[src/rtl/pong_game_render.sv]
// pong_game_render
// Pixel-generation stage that sits behind the LCD timing generator. It runs the
// pong game once per frame (ball motion, wall/paddle bounces, paddle movement,
// scoring) and produces registered RGB565 one cycle after each X/Y/LCD_DEN.
//
// Ports
//   CLK                   pixel clock
//   RST_IN                synchronous active-high reset
//   LCD_DEN               active-area enable, qualifies X/Y
//   LCD_VSYNC             vertical sync (low during pulse); its rising edge is the frame tick
//   X, Y                  active-area column/row
//   BTN_{L,R}_{UP,DN}     paddle buttons, active-high, synchronous to CLK
//   RED/GREEN/BLUE        registered pixel colour
//   SCORE_L, SCORE_R      decimal score digits (0..9, wrap to 0)
module pong_game_render #(
    parameter int LCD_WIDTH     = 480,
    parameter int LCD_HEIGHT    = 280,
    parameter int BALL_SIZE     = 8,
    parameter int PADDLE_W      = 6,
    parameter int PADDLE_H      = 48,
    parameter int PADDLE_MARGIN = 8,
    parameter int PADDLE_SPEED  = 4,
    parameter int BALL_SPEED    = 2,
    parameter int SERVE_FRAMES  = 60
) (
    input  logic        CLK,
    input  logic        RST_IN,
    input  logic        LCD_DEN,
    input  logic        LCD_VSYNC,
    input  logic [10:0] X,
    input  logic [10:0] Y,
    input  logic        BTN_L_UP,
    input  logic        BTN_L_DN,
    input  logic        BTN_R_UP,
    input  logic        BTN_R_DN,
    output logic [4:0]  RED,
    output logic [5:0]  GREEN,
    output logic [4:0]  BLUE,
    output logic [3:0]  SCORE_L,
    output logic [3:0]  SCORE_R
);
    localparam logic [10:0] BX_C     = 11'((LCD_WIDTH - BALL_SIZE) / 2);
    localparam logic [10:0] BY_C     = 11'((LCD_HEIGHT - BALL_SIZE) / 2);
    localparam logic [10:0] PY_C     = 11'((LCD_HEIGHT - PADDLE_H) / 2);
    localparam logic [11:0] PY_MAX   = 12'(LCD_HEIGHT - PADDLE_H);
    localparam logic [11:0] PSPD     = 12'(PADDLE_SPEED);
    localparam logic [10:0] BSZ      = 11'(BALL_SIZE);
    localparam logic [10:0] BSPD     = 11'(BALL_SPEED);
    localparam logic [10:0] PH       = 11'(PADDLE_H);
    localparam logic [10:0] LP_X0    = 11'(PADDLE_MARGIN);
    localparam logic [10:0] LP_X1    = 11'(PADDLE_MARGIN + PADDLE_W - 1);
    localparam logic [10:0] RP_X0    = 11'(LCD_WIDTH - PADDLE_MARGIN - PADDLE_W);
    localparam logic [10:0] RP_X1    = 11'(LCD_WIDTH - PADDLE_MARGIN - 1);
    localparam logic [10:0] L_HIT_LO = 11'(PADDLE_MARGIN + PADDLE_W - BALL_SPEED);
    localparam logic [10:0] L_HIT_HI = 11'(PADDLE_MARGIN + PADDLE_W);
    // Right-hand hit window is tested on the ball's right edge (bx+BALL_SIZE)
    // so it mirrors the left window about the screen centre.
    localparam logic [10:0] R_HIT_HI = 11'(LCD_WIDTH - PADDLE_MARGIN - PADDLE_W + BALL_SPEED);
    localparam logic [10:0] MISS_R   = 11'(LCD_WIDTH - BALL_SPEED);
    localparam logic [10:0] WALL_B   = 11'(LCD_HEIGHT - BALL_SPEED);
    localparam logic [10:0] NET_X0   = 11'(LCD_WIDTH / 2 - 1);
    localparam logic [10:0] NET_X1   = 11'(LCD_WIDTH / 2);
    localparam int          CW       = $clog2(SERVE_FRAMES + 1);
    localparam logic [CW-1:0] CNT_LAST = CW'(SERVE_FRAMES - 1);

    typedef enum logic [1:0] {ST_SERVE, ST_PLAY, ST_POINT} state_t;

    state_t          state_q, state_d;
    logic            vs_prev_q;
    logic [CW-1:0]   cnt_q, cnt_d;
    logic [10:0]     bx_q, bx_d, by_q, by_d;
    logic            dx_q, dx_d, dy_q, dy_d;       // 1 = positive direction
    logic            serve_dx_q, serve_dx_d;
    logic [10:0]     pl_q, pl_d, pr_q, pr_d;
    logic [3:0]      score_l_q, score_l_d, score_r_q, score_r_d;
    logic [4:0]      red_q, red_d, blue_q, blue_d;
    logic [5:0]      green_q, green_d;
    logic            tick;
    logic            hit_ball, hit_paddle, hit_net;

    // Signed 12-bit arithmetic so a step past 0 shows up as negative
    // instead of wrapping to a large value.
    function automatic logic [10:0] paddle_next(input logic [10:0] y,
                                                input logic up, input logic dn);
        logic [11:0] t;
        paddle_next = y;
        if (dn && !up) begin
            t = {1'b0, y} + PSPD;
            paddle_next = ($signed(t) > $signed(PY_MAX)) ? PY_MAX[10:0] : t[10:0];
        end else if (up && !dn) begin
            t = {1'b0, y} - PSPD;
            paddle_next = ($signed(t) < 0) ? 11'd0 : t[10:0];
        end
    endfunction

    function automatic logic [3:0] score_inc(input logic [3:0] s);
        score_inc = (s == 4'd9) ? 4'd0 : s + 4'd1;
    endfunction

    function automatic logic overlaps(input logic [10:0] by, input logic [10:0] py);
        overlaps = (by < py + PH) && (by + BSZ > py);
    endfunction

    assign tick = LCD_VSYNC & ~vs_prev_q;

    always_comb begin
        state_d    = state_q;
        cnt_d      = cnt_q;
        bx_d       = bx_q;
        by_d       = by_q;
        dx_d       = dx_q;
        dy_d       = dy_q;
        serve_dx_d = serve_dx_q;
        pl_d       = pl_q;
        pr_d       = pr_q;
        score_l_d  = score_l_q;
        score_r_d  = score_r_q;
        if (tick) begin
            pl_d = paddle_next(pl_q, BTN_L_UP, BTN_L_DN);
            pr_d = paddle_next(pr_q, BTN_R_UP, BTN_R_DN);
            case (state_q)
                ST_SERVE: begin
                    if (cnt_q == CNT_LAST) begin
                        state_d = ST_PLAY;
                        cnt_d   = '0;
                    end else begin
                        cnt_d = cnt_q + 1'b1;
                    end
                end
                ST_PLAY: begin
                    if (!dx_q && bx_q < BSPD) begin
                        score_r_d  = score_inc(score_r_q);
                        serve_dx_d = 1'b0;
                        state_d    = ST_POINT;
                    end else if (dx_q && (bx_q + BSZ > MISS_R)) begin
                        score_l_d  = score_inc(score_l_q);
                        serve_dx_d = 1'b1;
                        state_d    = ST_POINT;
                    end else begin
                        if (!dx_q && bx_q >= L_HIT_LO && bx_q <= L_HIT_HI && overlaps(by_q, pl_q))
                            dx_d = 1'b1;
                        if (dx_q && (bx_q + BSZ) >= RP_X0 && (bx_q + BSZ) <= R_HIT_HI
                            && overlaps(by_q, pr_q))
                            dx_d = 1'b0;
                        if (!dy_q && by_q < BSPD)
                            dy_d = 1'b1;
                        if (dy_q && (by_q + BSZ > WALL_B))
                            dy_d = 1'b0;
                        // Move with the post-bounce direction in the same tick.
                        bx_d = dx_d ? bx_q + BSPD : bx_q - BSPD;
                        by_d = dy_d ? by_q + BSPD : by_q - BSPD;
                    end
                end
                ST_POINT: begin
                    bx_d    = BX_C;
                    by_d    = BY_C;
                    dy_d    = 1'b1;
                    dx_d    = serve_dx_q;
                    state_d = ST_SERVE;
                end
                default: state_d = ST_SERVE;
            endcase
        end
    end

    // Pixel classification against the state latched at the last tick.
    assign hit_ball   = (X >= bx_q) && (X < bx_q + BSZ) && (Y >= by_q) && (Y < by_q + BSZ);
    assign hit_paddle = ((X >= LP_X0) && (X <= LP_X1) && (Y >= pl_q) && (Y < pl_q + PH)) ||
                        ((X >= RP_X0) && (X <= RP_X1) && (Y >= pr_q) && (Y < pr_q + PH));
    assign hit_net    = ((X == NET_X0) || (X == NET_X1)) && !Y[3];

    always_comb begin
        red_d   = 5'd0;
        green_d = 6'd0;
        blue_d  = 5'd0;
        if (LCD_DEN) begin
            if (hit_ball || hit_paddle) begin
                red_d   = 5'd31;
                green_d = 6'd63;
                blue_d  = 5'd31;
            end else if (hit_net) begin
                red_d   = 5'd15;
                green_d = 6'd31;
                blue_d  = 5'd15;
            end
        end
    end

    always_ff @(posedge CLK) begin
        if (RST_IN) begin
            vs_prev_q  <= 1'b1;
            state_q    <= ST_SERVE;
            cnt_q      <= '0;
            bx_q       <= BX_C;
            by_q       <= BY_C;
            dx_q       <= 1'b1;
            dy_q       <= 1'b1;
            serve_dx_q <= 1'b1;
            pl_q       <= PY_C;
            pr_q       <= PY_C;
            score_l_q  <= 4'd0;
            score_r_q  <= 4'd0;
            red_q      <= 5'd0;
            green_q    <= 6'd0;
            blue_q     <= 5'd0;
        end else begin
            vs_prev_q  <= LCD_VSYNC;
            state_q    <= state_d;
            cnt_q      <= cnt_d;
            bx_q       <= bx_d;
            by_q       <= by_d;
            dx_q       <= dx_d;
            dy_q       <= dy_d;
            serve_dx_q <= serve_dx_d;
            pl_q       <= pl_d;
            pr_q       <= pr_d;
            score_l_q  <= score_l_d;
            score_r_q  <= score_r_d;
            red_q      <= red_d;
            green_q    <= green_d;
            blue_q     <= blue_d;
        end
    end

    assign RED     = red_q;
    assign GREEN   = green_q;
    assign BLUE    = blue_q;
    assign SCORE_L = score_l_q;
    assign SCORE_R = score_r_q;

endmodule

[config.mk]
export PLATFORM = sky130hd
export DESIGN_NAME = pong_game_render
export DESIGN_NICKNAME = d
export VERILOG_FILES = /design/src/rtl/pong_game_render.sv
export SDC_FILE = /design/constraint.sdc
export NUM_CORES = 1
export LEC_CHECK = 0
export CAP_MARGIN = 25
export CORE_ASPECT_RATIO = 1.25
export CORE_UTILIZATION = 50
export DETAILED_ROUTE_END_ITERATION = 10
export PLACE_DENSITY = 0.81
export SLEW_MARGIN = 0
export SYNTH_ARGS = -nofsm -noshare
export SYNTH_HDL_FRONTEND = slang
export SYNTH_SLANG_ARGS = --single-unit
[constraint.sdc]
create_clock -name CLK -period 10.1 [get_ports CLK]
set_clock_uncertainty 0.05 [all_clocks]
set_input_delay 2.02 -clock CLK [delete_from_list [all_inputs] [get_ports CLK]]
set_output_delay 2.02 -clock CLK [all_outputs]
set_load 0.05 [all_outputs]
Word level (Yosys, flattened, before mapping)

Cells that the tools add are included.

Output and inout port bits: 24
Register bits after elaboration: 75
Logic and storage cells: 169
Input bits: 30

Muxes and demuxes: 47
Equality and inequality tests: 11
Reductions and logical operators: 50
Order comparisons: 28
Bitwise operators: 4
Add/sub/neg operators: 15

Operator list:

| kind                                                            | number |
|---|---|
| 2-to-1 mux 11 bit                                               | 14 |
| less-than comparator 11 bit                                     | 6 |
| >= comparator 11 bit                                            | 4 |
| case mux 11 bit (2 select lines)                                | 2 |
| logical AND 1 bit                                               | 26 |
| adder 11 x 3 -> 12 bit, second input constant                   | 2 |
| > comparator 12 x 9 -> 1 bit, second input constant             | 2 |
| less-than comparator 12 x 1 -> 1 bit, second input constant     | 2 |
| subtractor 11 x 3 -> 12 bit, second input constant              | 2 |
| adder 11 x 2 -> 11 bit, second input constant                   | 2 |
| adder 11 x 4 -> 11 bit, second input constant                   | 2 |
| adder 11 x 6 -> 11 bit, second input constant                   | 2 |
| equality test 11 x 8 -> 1 bit, second input constant            | 2 |
| >= comparator 11 x 4 -> 1 bit, second input constant            | 2 |
| >= comparator 11 x 9 -> 1 bit, second input constant            | 2 |
| > comparator 11 bit                                             | 2 |
| > comparator 11 x 9 -> 1 bit, second input constant             | 2 |
| less-or-equal comparator 11 x 4 -> 1 bit, second input constant | 2 |
| less-or-equal comparator 11 x 9 -> 1 bit, second input constant | 2 |
| less-than comparator 11 x 2 -> 1 bit, second input constant     | 2 |
| subtractor 11 x 2 -> 11 bit, second input constant              | 2 |
| 2-to-1 mux 1 bit                                                | 18 |
| 2-to-1 mux 4 bit                                                | 3 |
| 2-to-1 mux 6 bit                                                | 2 |
| other kinds (22)                                                | 48 |

Depth between registers and ports, before layout

Depth in word-level cells: 14
Gate-level depth with buffers: 16

Least setup slack after synthesis

OpenSTA, ideal clock, no wires.

Kind: input -> register
From: input LCD_VSYNC
To: register score_r_q[3] (netlist: SCORE_R[3])
Arrival time: 3,672 ps
Path slack: 6,308 ps
Cell stages on the path: 7
Path through: nand2b_1 or3b_2 nor4_1 nand2_1 nor3b_1 o21ai_0 a21oi_1

Cells in the longest elaborated chain, start to end: 2

RTL lines:

| what                          | line | text |
|---|---|---|
| start: declaration            | 29   | `input logic LCD_VSYNC,` |
| AND 1 bit                     | 104  | `assign tick = LCD_VSYNC & ~vs_prev_q;` |
| AND reduction 3 bit (no line) | -    |  |
| end signal: assignment        | 218  | `score_r_q <= score_r_d;` |
| end: declaration              | 75   | `logic [3:0] score_l_q, score_l_d, score_r_q, score_r_d;` |

Every way passes these cells.
A chain may end at the register's enable or synchronous reset.

Final worst setup path

From: register by_q[3]
To: register bx_q[8]

Cells in the longest elaborated chain, start to end: 14
Elaborated cells on any way between the ends: 19

RTL lines:

| what                               | line | text |
|---|---|---|
| start: declaration                 | 71   | `logic [10:0] bx_q, bx_d, by_q, by_d;` |
| start signal: assignment           | 211  | `by_q <= by_d;` |
| adder 11 x 4 -> 11 bit             | 101  | `overlaps = (by < py + PH) && (by + BSZ > py);` |
| > comparator 11 bit                | 101  |  |
| logical AND 1 bit                  | 101  |  |
| logical AND 1 bit                  | 140  | `if (!dx_q && bx_q >= L_HIT_LO && bx_q <= L_HIT_HI && overlaps(by_q, pl_q))` |
| 2-to-1 mux 1 bit                   | 140  |  |
| 2-to-1 mux 1 bit *                 | 142  | `if (dx_q && (bx_q + BSZ) >= RP_X0 && (bx_q + BSZ) <= R_HIT_HI` |
| 2-to-1 mux 1 bit *                 | 135  | `end else if (dx_q && (bx_q + BSZ > MISS_R)) begin` |
| 2-to-1 mux 1 bit *                 | 131  | `if (!dx_q && bx_q < BSPD) begin` |
| 2-to-1 mux 1 bit *                 | 121  | `case (state_q)` |
| 2-to-1 mux 1 bit *                 | 118  | `if (tick) begin` |
| 2-to-1 mux 11 bit *                | 150  | `bx_d = dx_d ? bx_q + BSPD : bx_q - BSPD;` |
| 2-to-1 mux 11 bit *                | 135  |  |
| 2-to-1 mux 11 bit *                | 131  |  |
| case mux 11 bit (2 select lines) * | 121  |  |
| end signal: assignment             | 194  | `bx_q <= BX_C;` |
| end signal: assignment             | 210  | `bx_q <= bx_d;` |
| end: declaration                   | 71   |  |

Every way passes the cells marked *; elsewhere a longest branch is shown, timed or not. The select of a mux whose other input is x is not followed.

==> metrics.txt <==
# TYPE chip_impl_metric gauge
chip_impl_metric{name="synth_largest_type_area_fraction",unit=""} 0.2299
chip_impl_info{name="dominantRegCellSynth",value="dfxtp_1"} 1
chip_impl_metric{name="htreeDepth",unit=""} 3
chip_impl_metric{name="syn_avg_cell_area",unit="um^2"} 7.764
chip_impl_metric{name="min_period_over_period",unit=""} 0.4601
chip_impl_info{name="cts_tree",value="done"} 1
chip_impl_metric{name="grt_pass1_vias",unit=""} 6144
chip_impl_metric{name="gr-usage-met1",unit=""} 0.2992
chip_impl_info{name="post-synth-top-count-cell",value="ha_1"} 1
chip_impl_metric{name="post_cts_buffers",unit=""} 0
chip_impl_metric{name="antenna_cells",unit=""} 0
chip_impl_metric{name="maximum_operating_frequency",unit="MHz"} 215.2
chip_impl_info{name="cp-end-kind",value="flip-flop"} 1
chip_impl_info{name="outcome",value="completed"} 1
chip_impl_metric{name="layout.nets",unit=""} 1063
chip_impl_metric{name="global_route.usage.total",unit=""} 0.2566
chip_impl_metric{name="report.final.slew_viol_count",unit=""} 0
chip_impl_metric{name="async_reset_ff_frac",unit=""} 0
chip_impl_metric{name="finalHoldViolations",unit=""} 0
chip_impl_metric{name="maxCapViolations",unit=""} 0
chip_impl_metric{name="cts_inserted_buffers",unit=""} 9
chip_impl_info{name="most_used_standard_cells_in_the_synthesized_netlist",value="ha_1 (127), nor2_1 (70), o21ai_0 (64)"} 1
chip_impl_metric{name="power_density",unit="nW/um^2"} 88.52
chip_impl_metric{name="per_cell_routed_wire_length",unit="um"} 16.62
chip_impl_info{name="worst_min_delay_path_class",value="reg2reg"} 1
chip_impl_metric{name="grt_overflow_total",unit=""} 0
chip_impl_metric{name="post_route_cells_drive_above_1_share",unit=""} 0.04610
chip_impl_metric{name="layout.core_utilization",unit=""} 0.5781
chip_impl_metric{name="synth_area",unit="um^2"} 6910
chip_impl_info{name="root_buffer",value="clkbuf_16"} 1
chip_impl_metric{name="multi_input_area",unit="um^2"} 5226
chip_impl_metric{name="placed_cells",unit=""} 1066
chip_impl_metric{name="yosys_warnings",unit=""} 0
chip_impl_metric{name="clkSlewWorstSetupHoldPaths",unit="ps"} 60
chip_impl_metric{name="setup_viol_count_final",unit=""} 0
chip_impl_metric{name="ffs_latches_synth",unit=""} 60
chip_impl_metric{name="worstPathArrival",unit="ps"} 4850
chip_impl_metric{name="synth_enable_flop_cells",unit=""} 0
chip_impl_metric{name="ctsHoldBuffers",unit=""} 0
chip_impl_metric{name="setup_tns",unit="ps"} 0
chip_impl_info{name="critPathLaunchType",value="flip-flop"} 1
chip_impl_metric{name="vias",unit=""} 6617
chip_impl_metric{name="synthesis_to_layout_area_growth",unit="%"} 11.68
chip_impl_info{name="peak_usage_layer_in_the_global_routing_report",value="met2"} 1
chip_impl_metric{name="drtIter0Drc",unit=""} 502
chip_impl_metric{name="antenna_violating_nets_post_route",unit=""} 0
chip_impl_metric{name="sum_of_net_half_perimeters_after_detailed_placement",unit="um"} 13600
chip_impl_metric{name="clockBufferDepth",unit=""} 2
chip_impl_metric{name="die_width",unit="um"} 107.2
chip_impl_metric{name="firstDrtPassIters",unit=""} 5
chip_impl_metric{name="critPathRequiredTime",unit="ps"} 10300
chip_impl_info{name="yosysTopAreaCell",value="ha_1"} 1
chip_impl_metric{name="design_power_total",unit="W"} 0.0006832
chip_impl_metric{name="finalWirelength",unit="um"} 17990
chip_impl_metric{name="ff_latch_area",unit="um^2"} 1201
chip_impl_metric{name="worst_skew_pair_later_pin_latency",unit="ps"} 340
chip_impl_metric{name="area_of_the_core",unit="um^2"} 13350
chip_impl_metric{name="synthesis.nets",unit=""} 1047
chip_impl_info{name="grt_setup_unrepaired",value="false"} 1
chip_impl_metric{name="avgViaCountPerCell",unit=""} 6.116
chip_impl_metric{name="initial_core_util",unit=""} 0.5177
chip_impl_metric{name="port_buffers",unit=""} 52
chip_impl_metric{name="syn-instance-count",unit=""} 890
chip_impl_metric{name="cts.sinks",unit=""} 60
chip_impl_info{name="setup.worst_path.class",value="reg2reg"} 1
chip_impl_metric{name="timing.slew.headroom",unit=""} 0.4852
chip_impl_metric{name="post_cts_resize_count",unit=""} 0
chip_impl_metric{name="rows",unit=""} 47
chip_impl_metric{name="layout_min_cycle_time",unit="ps"} 4647
chip_impl_metric{name="power_leakage",unit="nW"} 3.093
chip_impl_metric{name="global_route.usage.met3",unit=""} 0.04207
chip_impl_metric{name="design.portCount",unit=""} 54
chip_impl_metric{name="netlist-cell-type-count",unit=""} 64
chip_impl_info{name="top_area_cells_in_the_synthesized_netlist",value="ha_1 (23%), dfxtp_1 (17%), xnor2_1 (4.9%), o21ai_0 (4.6%), a21oi_1 (4.3%)"} 1
chip_impl_metric{name="grt_antenna_before_repair",unit=""} 0
chip_impl_metric{name="post_layout_nonfiller_instances",unit=""} 1082
chip_impl_metric{name="grt.met2_usage",unit=""} 0.4516
chip_impl_metric{name="global_route_wire_length_before_repair",unit="um"} 29280
chip_impl_metric{name="vdd_drop_max",unit="mV"} 0.08268
chip_impl_metric{name="maximum_number_of_pins_on_one_net_before_global_route_repair",unit=""} 51
chip_impl_metric{name="largest_driver_fanout_on_the_critical_path",unit=""} 12
chip_impl_metric{name="globalplace.congestion",unit=""} 0.9520
chip_impl_metric{name="fillerInstances",unit=""} 1202
chip_impl_metric{name="fp.dieH",unit="um"} 133.4
chip_impl_metric{name="post-route-drc-count",unit=""} 0
chip_impl_metric{name="timing_worst_slew_pin_value",unit="ps"} 770.6
chip_impl_metric{name="sequential_fraction_of_the_synthesis_area",unit=""} 0.1738
chip_impl_metric{name="die-area",unit="um^2"} 14300
-- registers in the layout, indices dropped and copies added (netlist names) --
signal,cells
cnt_q,6
vs_prev_q,1
by_q,10
SCORE_R,4
dx_q,1
dy_q,1
state_q,2
bx_q,10
SCORE_L,4
serve_dx_q,1
BLUE,2
pl_q,9
pr_q,9
-- placed cells by master, fill, tap and decap left out, types with 7 or more instances in the layout --
master / n
clkbuf_16: 9
nor2b_1: 8
mux2i_1: 13
xnor2_1: 39
or3_1: 11
or2_2: 9
nor2_1: 70
o211ai_1: 9
inv_1: 60
a21oi_1: 59
o21a_1: 13
ha_1: 127
nand3_1: 22
clkdlybuf4s50_1: 51
nand2b_1: 20
nor4_1: 14
nand4_1: 18
dfxtp_1: 60
o31ai_1: 7
a31oi_1: 10
nand2_1: 50
a211oi_1: 12
o21ai_0: 64
nor3_1: 42
-- area by class of cell --
| type | count | area share |
|---|---|---|
| clock inverter | 6 | 0.01135 |
| multi-input combinational | 720 | 0.6772 |
| inverter | 61 | 0.02967 |
| sequential | 60 | 0.1556 |
| timing repair buffer | 54 | 0.06874 |
| clock buffer | 10 | 0.02967 |
| tap | 171 | 0.02772 |
-- where the power goes --
| group | switching [W] | internal [W] | leakage, nW | total [W] |
|---|---|---|---|---|
| sequential | 0.00000636 | 0.000240 | 0.485 | 0.000246 |
| clock | 0.000120 | 0.000216 | 0.157 | 0.000337 |
| combinational | 0.0000570 | 0.0000434 | 2.45 | 0.000100 |
| total | 0.000184 | 0.000499 | 3.09 | 0.000683 |
-- path summary, 6_finish.rpt --
check / from / endpoint / slack (ps) / cells past startpoint
worst max-delay path: by_q[3] / bx_q[8] / 5450 / 14
worst min-delay path: SCORE_L[3] / SCORE_L[3] / 440 / 2
worst min register to register: SCORE_L[3] / SCORE_L[3] / 440 / 2
worst max register to register: by_q[3] / bx_q[8] / 5450 / 14
-- through the flow --
| stage | worst slack (ps) | cell area (um^2) | hold WS (ps) |
|---|---|---|---|
| after detailed placement | 5140 | 7401 | 437.0 |
| after global routing | 5225 | 7717 | 463.6 |
| after CTS | 5480 | 7717 | 444.5 |
| after floorplan | 6308 | 6910 | 409.3 |
| final | 5453 | 7717 | 443.4 |
| after global placement | 5205 | 7401 | 422.1 |
-- layer usage --
| layer | vias to the layer above | part of all wire |
|---|---|---|
| li1 | 3284 | - |
| met1 | 3076 | 0.42 |
| met2 | 198 | 0.49 |
| met3 | 59 | 0.044 |
| met4 | 0 | 0.038 |
| met5 | - | 0 |
-- critical path, stage by stage, from the launching register on --
cell      delay [ps]
dfxtp_1          650
ha_1             300
nand3_1          200
o21a_1           260
or2_2            350
ha_1             310
o21a_1           110
nor2_1            60
nor4_1           420
o41ai_1          150
a211oi_1         320
o32a_1           640
mux2i_1          220
or3_2            440
o31ai_1           70
-- cells by family after synthesis --
logic type	synth area share
DFF	0.1738
xor gates and xnor gates	0.05577
and+or+nand+nor	0.2207
muxes	0.02535
buffers and inverters	0.06989
AOI/OAI and AO/OA	0.2231
adders and majority gates	0.2314
(Power assumes the default switching activity.)
